===== src/rtl/ram_arb_pkg.sv =====
// Shared types and constants for the data-RAM port arbiter.
//   NUM_REQ      number of requesters sharing the RAM ports
//   PTR_W        width of the round-robin priority pointer
//   REQ_DATA_W   address / data width carried in req_t
//   req_t        one requester's transaction {we, addr, wdata}
//   resp_state_t per-port response register state
package ram_arb_pkg;

    localparam int unsigned NUM_REQ    = 2;
    localparam int unsigned PTR_W      = 1;
    localparam int unsigned REQ_DATA_W = 32;

    typedef struct packed {
        logic                  we;
        logic [REQ_DATA_W-1:0] addr;
        logic [REQ_DATA_W-1:0] wdata;
    } req_t;

    typedef enum logic {
        RESP_EMPTY = 1'b0,
        RESP_FULL  = 1'b1
    } resp_state_t;

    // Priority passes to the port that was not just served.
    function automatic logic [PTR_W-1:0] other_port(input logic [PTR_W-1:0] served);
        return ~served;
    endfunction

endpackage


===== src/rtl/rr_arbiter2.sv =====
// Two-way round-robin arbiter: at most one grant per cycle, ties broken by a
// priority pointer that moves to the other port after every grant.
//   clk, rst_n  clock and synchronous active-low reset (pointer -> port 0)
//   elig[1:0]   per-port eligibility
//   gnt[1:0]    one-hot grant, or zero when nothing is eligible (combinational)
module rr_arbiter2
    import ram_arb_pkg::*;
(
    input  logic       clk,
    input  logic       rst_n,
    input  logic [1:0] elig,
    output logic [1:0] gnt
);

    logic [PTR_W-1:0] ptr;

    // Single eligible port wins outright; a tie goes to the pointed-at port.
    always_comb begin
        gnt = elig;
        if (elig == 2'b11) begin
            gnt = (ptr == PTR_W'(0)) ? 2'b01 : 2'b10;
        end
    end

    always_ff @(posedge clk) begin
        if (!rst_n) begin
            ptr <= '0;
        end else if (|gnt) begin
            ptr <= other_port(PTR_W'(gnt[1]));
        end
    end

endmodule


===== src/rtl/ram_port_arbiter.sv =====
// Shares the data RAM's single read and single write port between the CPU
// memory stage (port 0) and the loader/debug master (port 1). One transaction
// is granted per cycle; reads return through a per-port response register one
// cycle after the grant under a valid/ready handshake.
//   req_valid/req_ready/req_we/req_addr/req_wdata  per-port request channel
//   resp_valid/resp_ready/resp_rdata               per-port read response
//   ram_w_addr/ram_wd/ram_we                       RAM write port
//   ram_r_addr/ram_rd                              RAM read port (ram_rd comb)
module ram_port_arbiter #(
    parameter int unsigned DATA_WIDTH = 32,
    parameter int unsigned NUM_REQ    = ram_arb_pkg::NUM_REQ
) (
    input  logic                          clk,
    input  logic                          rst_n,
    input  logic [NUM_REQ-1:0]            req_valid,
    output logic [NUM_REQ-1:0]            req_ready,
    input  logic [NUM_REQ-1:0]            req_we,
    input  logic [NUM_REQ*DATA_WIDTH-1:0] req_addr,
    input  logic [NUM_REQ*DATA_WIDTH-1:0] req_wdata,
    output logic [NUM_REQ-1:0]            resp_valid,
    input  logic [NUM_REQ-1:0]            resp_ready,
    output logic [NUM_REQ*DATA_WIDTH-1:0] resp_rdata,
    output logic [DATA_WIDTH-1:0]         ram_w_addr,
    output logic [DATA_WIDTH-1:0]         ram_wd,
    output logic                          ram_we,
    output logic [DATA_WIDTH-1:0]         ram_r_addr,
    input  logic [DATA_WIDTH-1:0]         ram_rd
);

    import ram_arb_pkg::*;

    if (NUM_REQ != 2) begin : g_bad_num_req
        $error("ram_port_arbiter: NUM_REQ must be 2");
    end
    if (DATA_WIDTH != REQ_DATA_W) begin : g_bad_data_width
        $error("ram_port_arbiter: DATA_WIDTH must match ram_arb_pkg::REQ_DATA_W");
    end

    logic [NUM_REQ-1:0] elig;
    logic [NUM_REQ-1:0] gnt;
    logic [NUM_REQ-1:0] rd_gnt;
    req_t               req [NUM_REQ];
    req_t               sel;

    for (genvar i = 0; i < NUM_REQ; i++) begin : g_port
        resp_state_t           state;
        logic [DATA_WIDTH-1:0] rdata;

        assign req[i] = '{
            we:    req_we[i],
            addr:  req_addr[i*DATA_WIDTH +: DATA_WIDTH],
            wdata: req_wdata[i*DATA_WIDTH +: DATA_WIDTH]
        };

        // Writes never need the response slot; reads need it empty or being
        // drained this very cycle. Reset masks everything.
        assign elig[i]   = rst_n & req_valid[i]
                         & (req_we[i] | (state == RESP_EMPTY) | resp_ready[i]);
        assign rd_gnt[i] = gnt[i] & ~req_we[i];

        // Response register: a granted read always (re)loads it, otherwise a
        // consumed response empties it.
        always_ff @(posedge clk) begin
            if (!rst_n) begin
                state <= RESP_EMPTY;
                rdata <= '0;
            end else if (rd_gnt[i]) begin
                state <= RESP_FULL;
                rdata <= ram_rd;
            end else if (state == RESP_FULL && resp_ready[i]) begin
                state <= RESP_EMPTY;
            end
        end

        assign resp_valid[i]                          = (state == RESP_FULL);
        assign resp_rdata[i*DATA_WIDTH +: DATA_WIDTH] = rdata;
    end

    rr_arbiter2 u_arb (
        .clk   (clk),
        .rst_n (rst_n),
        .elig  (elig),
        .gnt   (gnt)
    );

    assign req_ready = gnt;
    assign sel       = gnt[1] ? req[1] : req[0];

    // RAM port drive; all-zero when idle so the RAM sees no stray addresses.
    always_comb begin
        ram_we     = 1'b0;
        ram_w_addr = '0;
        ram_wd     = '0;
        ram_r_addr = '0;
        if (|gnt) begin
            if (sel.we) begin
                ram_we     = 1'b1;
                ram_w_addr = sel.addr;
                ram_wd     = sel.wdata;
            end else begin
                ram_r_addr = sel.addr;
            end
        end
    end

endmodule


===== config.mk =====
export PLATFORM = sky130hd
export DESIGN_NAME = ram_port_arbiter
export DESIGN_NICKNAME = d
export VERILOG_FILES = /design/src/rtl/ram_arb_pkg.sv /design/src/rtl/rr_arbiter2.sv /design/src/rtl/ram_port_arbiter.sv
export SDC_FILE = /design/constraint.sdc
export NUM_CORES = 1
export LEC_CHECK = 0
export ABC_AREA = 1
export CORE_AREA = 2 2 128 130
export CTS_CLUSTER_DIAMETER = 60
export DETAILED_ROUTE_END_ITERATION = 8
export DIE_AREA = 0 0 130 132
export PLACE_DENSITY_LB_ADDON = 0.05
export SYNTH_ARGS = -nofsm -noshare
export SYNTH_HDL_FRONTEND = slang
export SYNTH_SLANG_ARGS = --single-unit

===== constraint.sdc =====
create_clock -name clk -period 4.6 [get_ports clk]
set_clock_uncertainty 0.05 [all_clocks]
set_input_delay 0.92 -clock clk [delete_from_list [all_inputs] [get_ports clk]]
set_output_delay 0.92 -clock clk [all_outputs]
set_load 0.02 [all_outputs]

==> flow_summary.ini <==
[final_layout]
area_growth_pct = 86.84
final_net_count = 1268
filler_cells = 1620
post_route_cells_drive_above_1_share = 0.03801
layout.cells.non_filler = 1321
antenna_cells = 0

[synthesis]
multiplexer_share_of_the_synthesized_area = 0
synth_warn = 0
synth_adder_area_share = 0
yosys.area_share.simple = 0.4563
post_synth.cell_area_avg_um2 = 5.388
synthXorXnorAreaFrac = 0
synthesized_area_fraction_occupied_by_ao_oa_aoi_and_oai_cells = 0.04095
mappedNetlistNets = 962
synth_top_family_by_area = simple AND/OR/NAND/NOR gates
syn-instance-count = 794
ys_ff_latch = 67
synth_area_um2 = 4278
distinct_cell_type_count_after_synthesis = 17
yosysSeqAreaShare = 0.3135

[run_status]
outcome = finished clean

[die]
die_y_um = 132
rows = 46
die-width_um = 130
core_um2 = 15710
fp.dieArea_um2 = 17160
design.portCount = 333
initial_core_util = 0.2723

[detailed_routing]
drt-vias-per-instance = 4.071
vias = 5378
drt_pass1_iterations = 4
drc = 0
postRouteAntennaNets = 0
initialDrtViolationCount = 204
postRouteWirelength_mm = 18.39
wire_per_inst_um = 13.92

[grt]
aggregate_global_route_resource_usage = 0.2060
grt_pass1_vias = 4779
wire_length_of_the_first_global_routing_pass_mm = 27.28
grt.overflow.total = 0
grt_antenna_before_repair = 2
grt_max_degree = 94

[timing]
timing_hold_violations_final = 0
finalCriticalPeriod_ns = 4.226
rsz0062_at_grt = no
finalCritPeriodShare = 0.9186
slew_viol_final = 0
timing.hold.ws_ns = 0.4314
maxClockFrequency_mhz = 236.7
tns_ns = 0
worst_slew_margin_rel = 0.4325
worst_slack_ns = 0.3745
setup_viol_count_final = 0
worstMarginPinSlew_ns = 0.8502

[setup_path]
critical_path_start_type = input port
setup_crit_end_kind = output port
worst-setup-path-type = in2out
critPathArrivalTime_ns = 3.26
rr_worst_depth = 7
reg_to_reg_setup_timing_slack_ns = 2.53
crit-reg2reg-capture = g_port[0].rdata[23]
cp_data_required_time_ns = 3.63
r2r_start = g_port[1].state
worstSetupStartpoint = req_we[0]
worst_setup_path_endpoint = ram_r_addr[4]
worstPathMaxFanout = 93

[placed_design]
finalWeightedCongestion = 0.8756
dp_worst_setup_slack_ns = 0.3601
placed_cells_incl_taps = 1305
io_buffer_count = 332
dp.final_hpwl_mm = 14.32

[clock_network]
cts_tree = built
clockBufferDepth = 2
cts_resized = 0
htree_levels = 3
cts.reportedPaths.clkPinSlew_ns = 0.05
tritoncts_buffers = 9
cts_sinks = 67
cts_root_buffer = sky130_fd_sc_hd__clkbuf_16
clock_insertion_delay_worst_skew_ns = 0.33
postCtsSetupRepairBufs = 0
postCtsHoldBufs = 0

[run]
maxCapViolCount = 0

[pwr]
pwr_density_cell_nw_per_um2 = 245.3
report.power.total_mw = 1.960
static-leakage-power_nw = 3.994
worst_ir_drop_vdd_v = 0.0002431

[min_path]
hold_depth = 2
min-delay-path-class = reg2reg
cells in the final DEF, fill, tap and decap left out:
cell	netlist	layout
sky130_fd_sc_hd__o21ai_1	30	30
sky130_fd_sc_hd__nand3_1	39	37
sky130_fd_sc_hd__clkbuf_16	0	9
sky130_fd_sc_hd__nor2_1	224	224
sky130_fd_sc_hd__o21ai_0	3	3
sky130_fd_sc_hd__inv_1	135	135
sky130_fd_sc_hd__dfxtp_1	67	67
sky130_fd_sc_hd__clkinv_2	1	3
sky130_fd_sc_hd__clkdlybuf4s50_1	0	331
sky130_fd_sc_hd__clkinv_4	0	2
sky130_fd_sc_hd__buf_12	0	1
sky130_fd_sc_hd__nand3_2	2	4
sky130_fd_sc_hd__nand2_2	1	1
sky130_fd_sc_hd__nand2_4	1	1
sky130_fd_sc_hd__buf_4	9	11
sky130_fd_sc_hd__inv_2	6	6
sky130_fd_sc_hd__inv_6	0	1
sky130_fd_sc_hd__nand2_1	234	234
sky130_fd_sc_hd__buf_2	22	1
sky130_fd_sc_hd__clkbuf_8	0	2
sky130_fd_sc_hd__a21oi_1	2	2
power by group:
| part | switching (mW) | internal (mW) |
|---|---|---|
| registers | 0.0150 | 0.612 |
| logic | 0.339 | 0.336 |
| clock network | 0.262 | 0.396 |
metrics by stage:
| step | instance area (um2) | util |
|---|---|---|
| 3_5_place_dp | 7704 | 0.4903 |
| 4_1_cts | 7993 | 0.5087 |
| 6_report | 7993 | 0.5087 |
| 2_1_floorplan | 4278 | - |
| 3_3_place_gp | 7704 | 0.4903 |
| 5_1_grt | 7993 | 0.5087 |
worst min path at each step:
stage,end,startpoint,slack (ns)
after floorplan,g_port[0].state,g_port[0].state,0.41
after global placement,g_port[0].state,g_port[0].state,0.44
after detailed placement,g_port[1].state,g_port[1].state,0.42
after CTS,g_port[1].state,g_port[1].state,0.43
after global routing,g_port[1].state,g_port[1].state,0.45
final,g_port[1].state,g_port[1].state,0.43
state kept, by name, summed over array words and instances (netlist names):
name	cells
g_port.state	2
g_port.rdata	64
u_arb.ptr	1
layout make-up:
type / instances / area [um2] / share of cell area
clock buffer: 11 / 252.7 / 0.03162
tap: 216 / 270.3 / 0.03381
clock inverter: 5 / 36.28 / 0.004540
sequential: 67 / 1341 / 0.1678
inverter: 142 / 534.3 / 0.06684
multi-input combinational: 536 / 2137 / 0.2674
timing repair buffer: 344 / 3421 / 0.4280
routing by layer:
| metal | track usage | vias up | wire length, um |
|---|---|---|---|
| li1 | - | 2901 | - |
| met1 | 0.2377 | 2274 | 7474 |
| met2 | 0.3642 | 179 | 9052 |
| met3 | 0.06899 | 20 | 1598 |
| met4 | 0.04839 | 4 | 240 |
| met5 | 0 | - | 23 |
cell families after synthesis:
| family | Yosys count |
|---|---|
| flip-flops | 67 |
| AND/OR/NAND/NOR | 501 |
| buffers and inverters | 191 |
| AO/OA/AOI/OAI | 35 |
worst max-delay path, cell delays in order:
cell and delay, ns:
sky130_fd_sc_hd__clkdlybuf4s50_1 0.50, sky130_fd_sc_hd__inv_2 0.06, sky130_fd_sc_hd__nand3_1 0.09, sky130_fd_sc_hd__nand3_2 0.13
sky130_fd_sc_hd__nand2_4 0.13, sky130_fd_sc_hd__buf_12 0.32, sky130_fd_sc_hd__o21ai_1 0.23, sky130_fd_sc_hd__nor2_1 0.14
sky130_fd_sc_hd__clkdlybuf4s50_1 0.68
synth_stat cells, drive strengths merged:
| library cell | count | area (um2) |
|---|---|---|
| a21oi | 2 | 10.01 |
| dfxtp | 67 | 1341 |
| nor2 | 224 | 840.8 |
| nand3 | 41 | 215.2 |
| clkinv | 1 | 5.000 |
| nand2 | 236 | 895.9 |
| buf | 35 | 222.7 |
| inv | 141 | 529.3 |
| clkbuf | 14 | 52.55 |
| o21ai | 33 | 165.1 |
No activity file was read; power rests on OpenSTA's default activity.
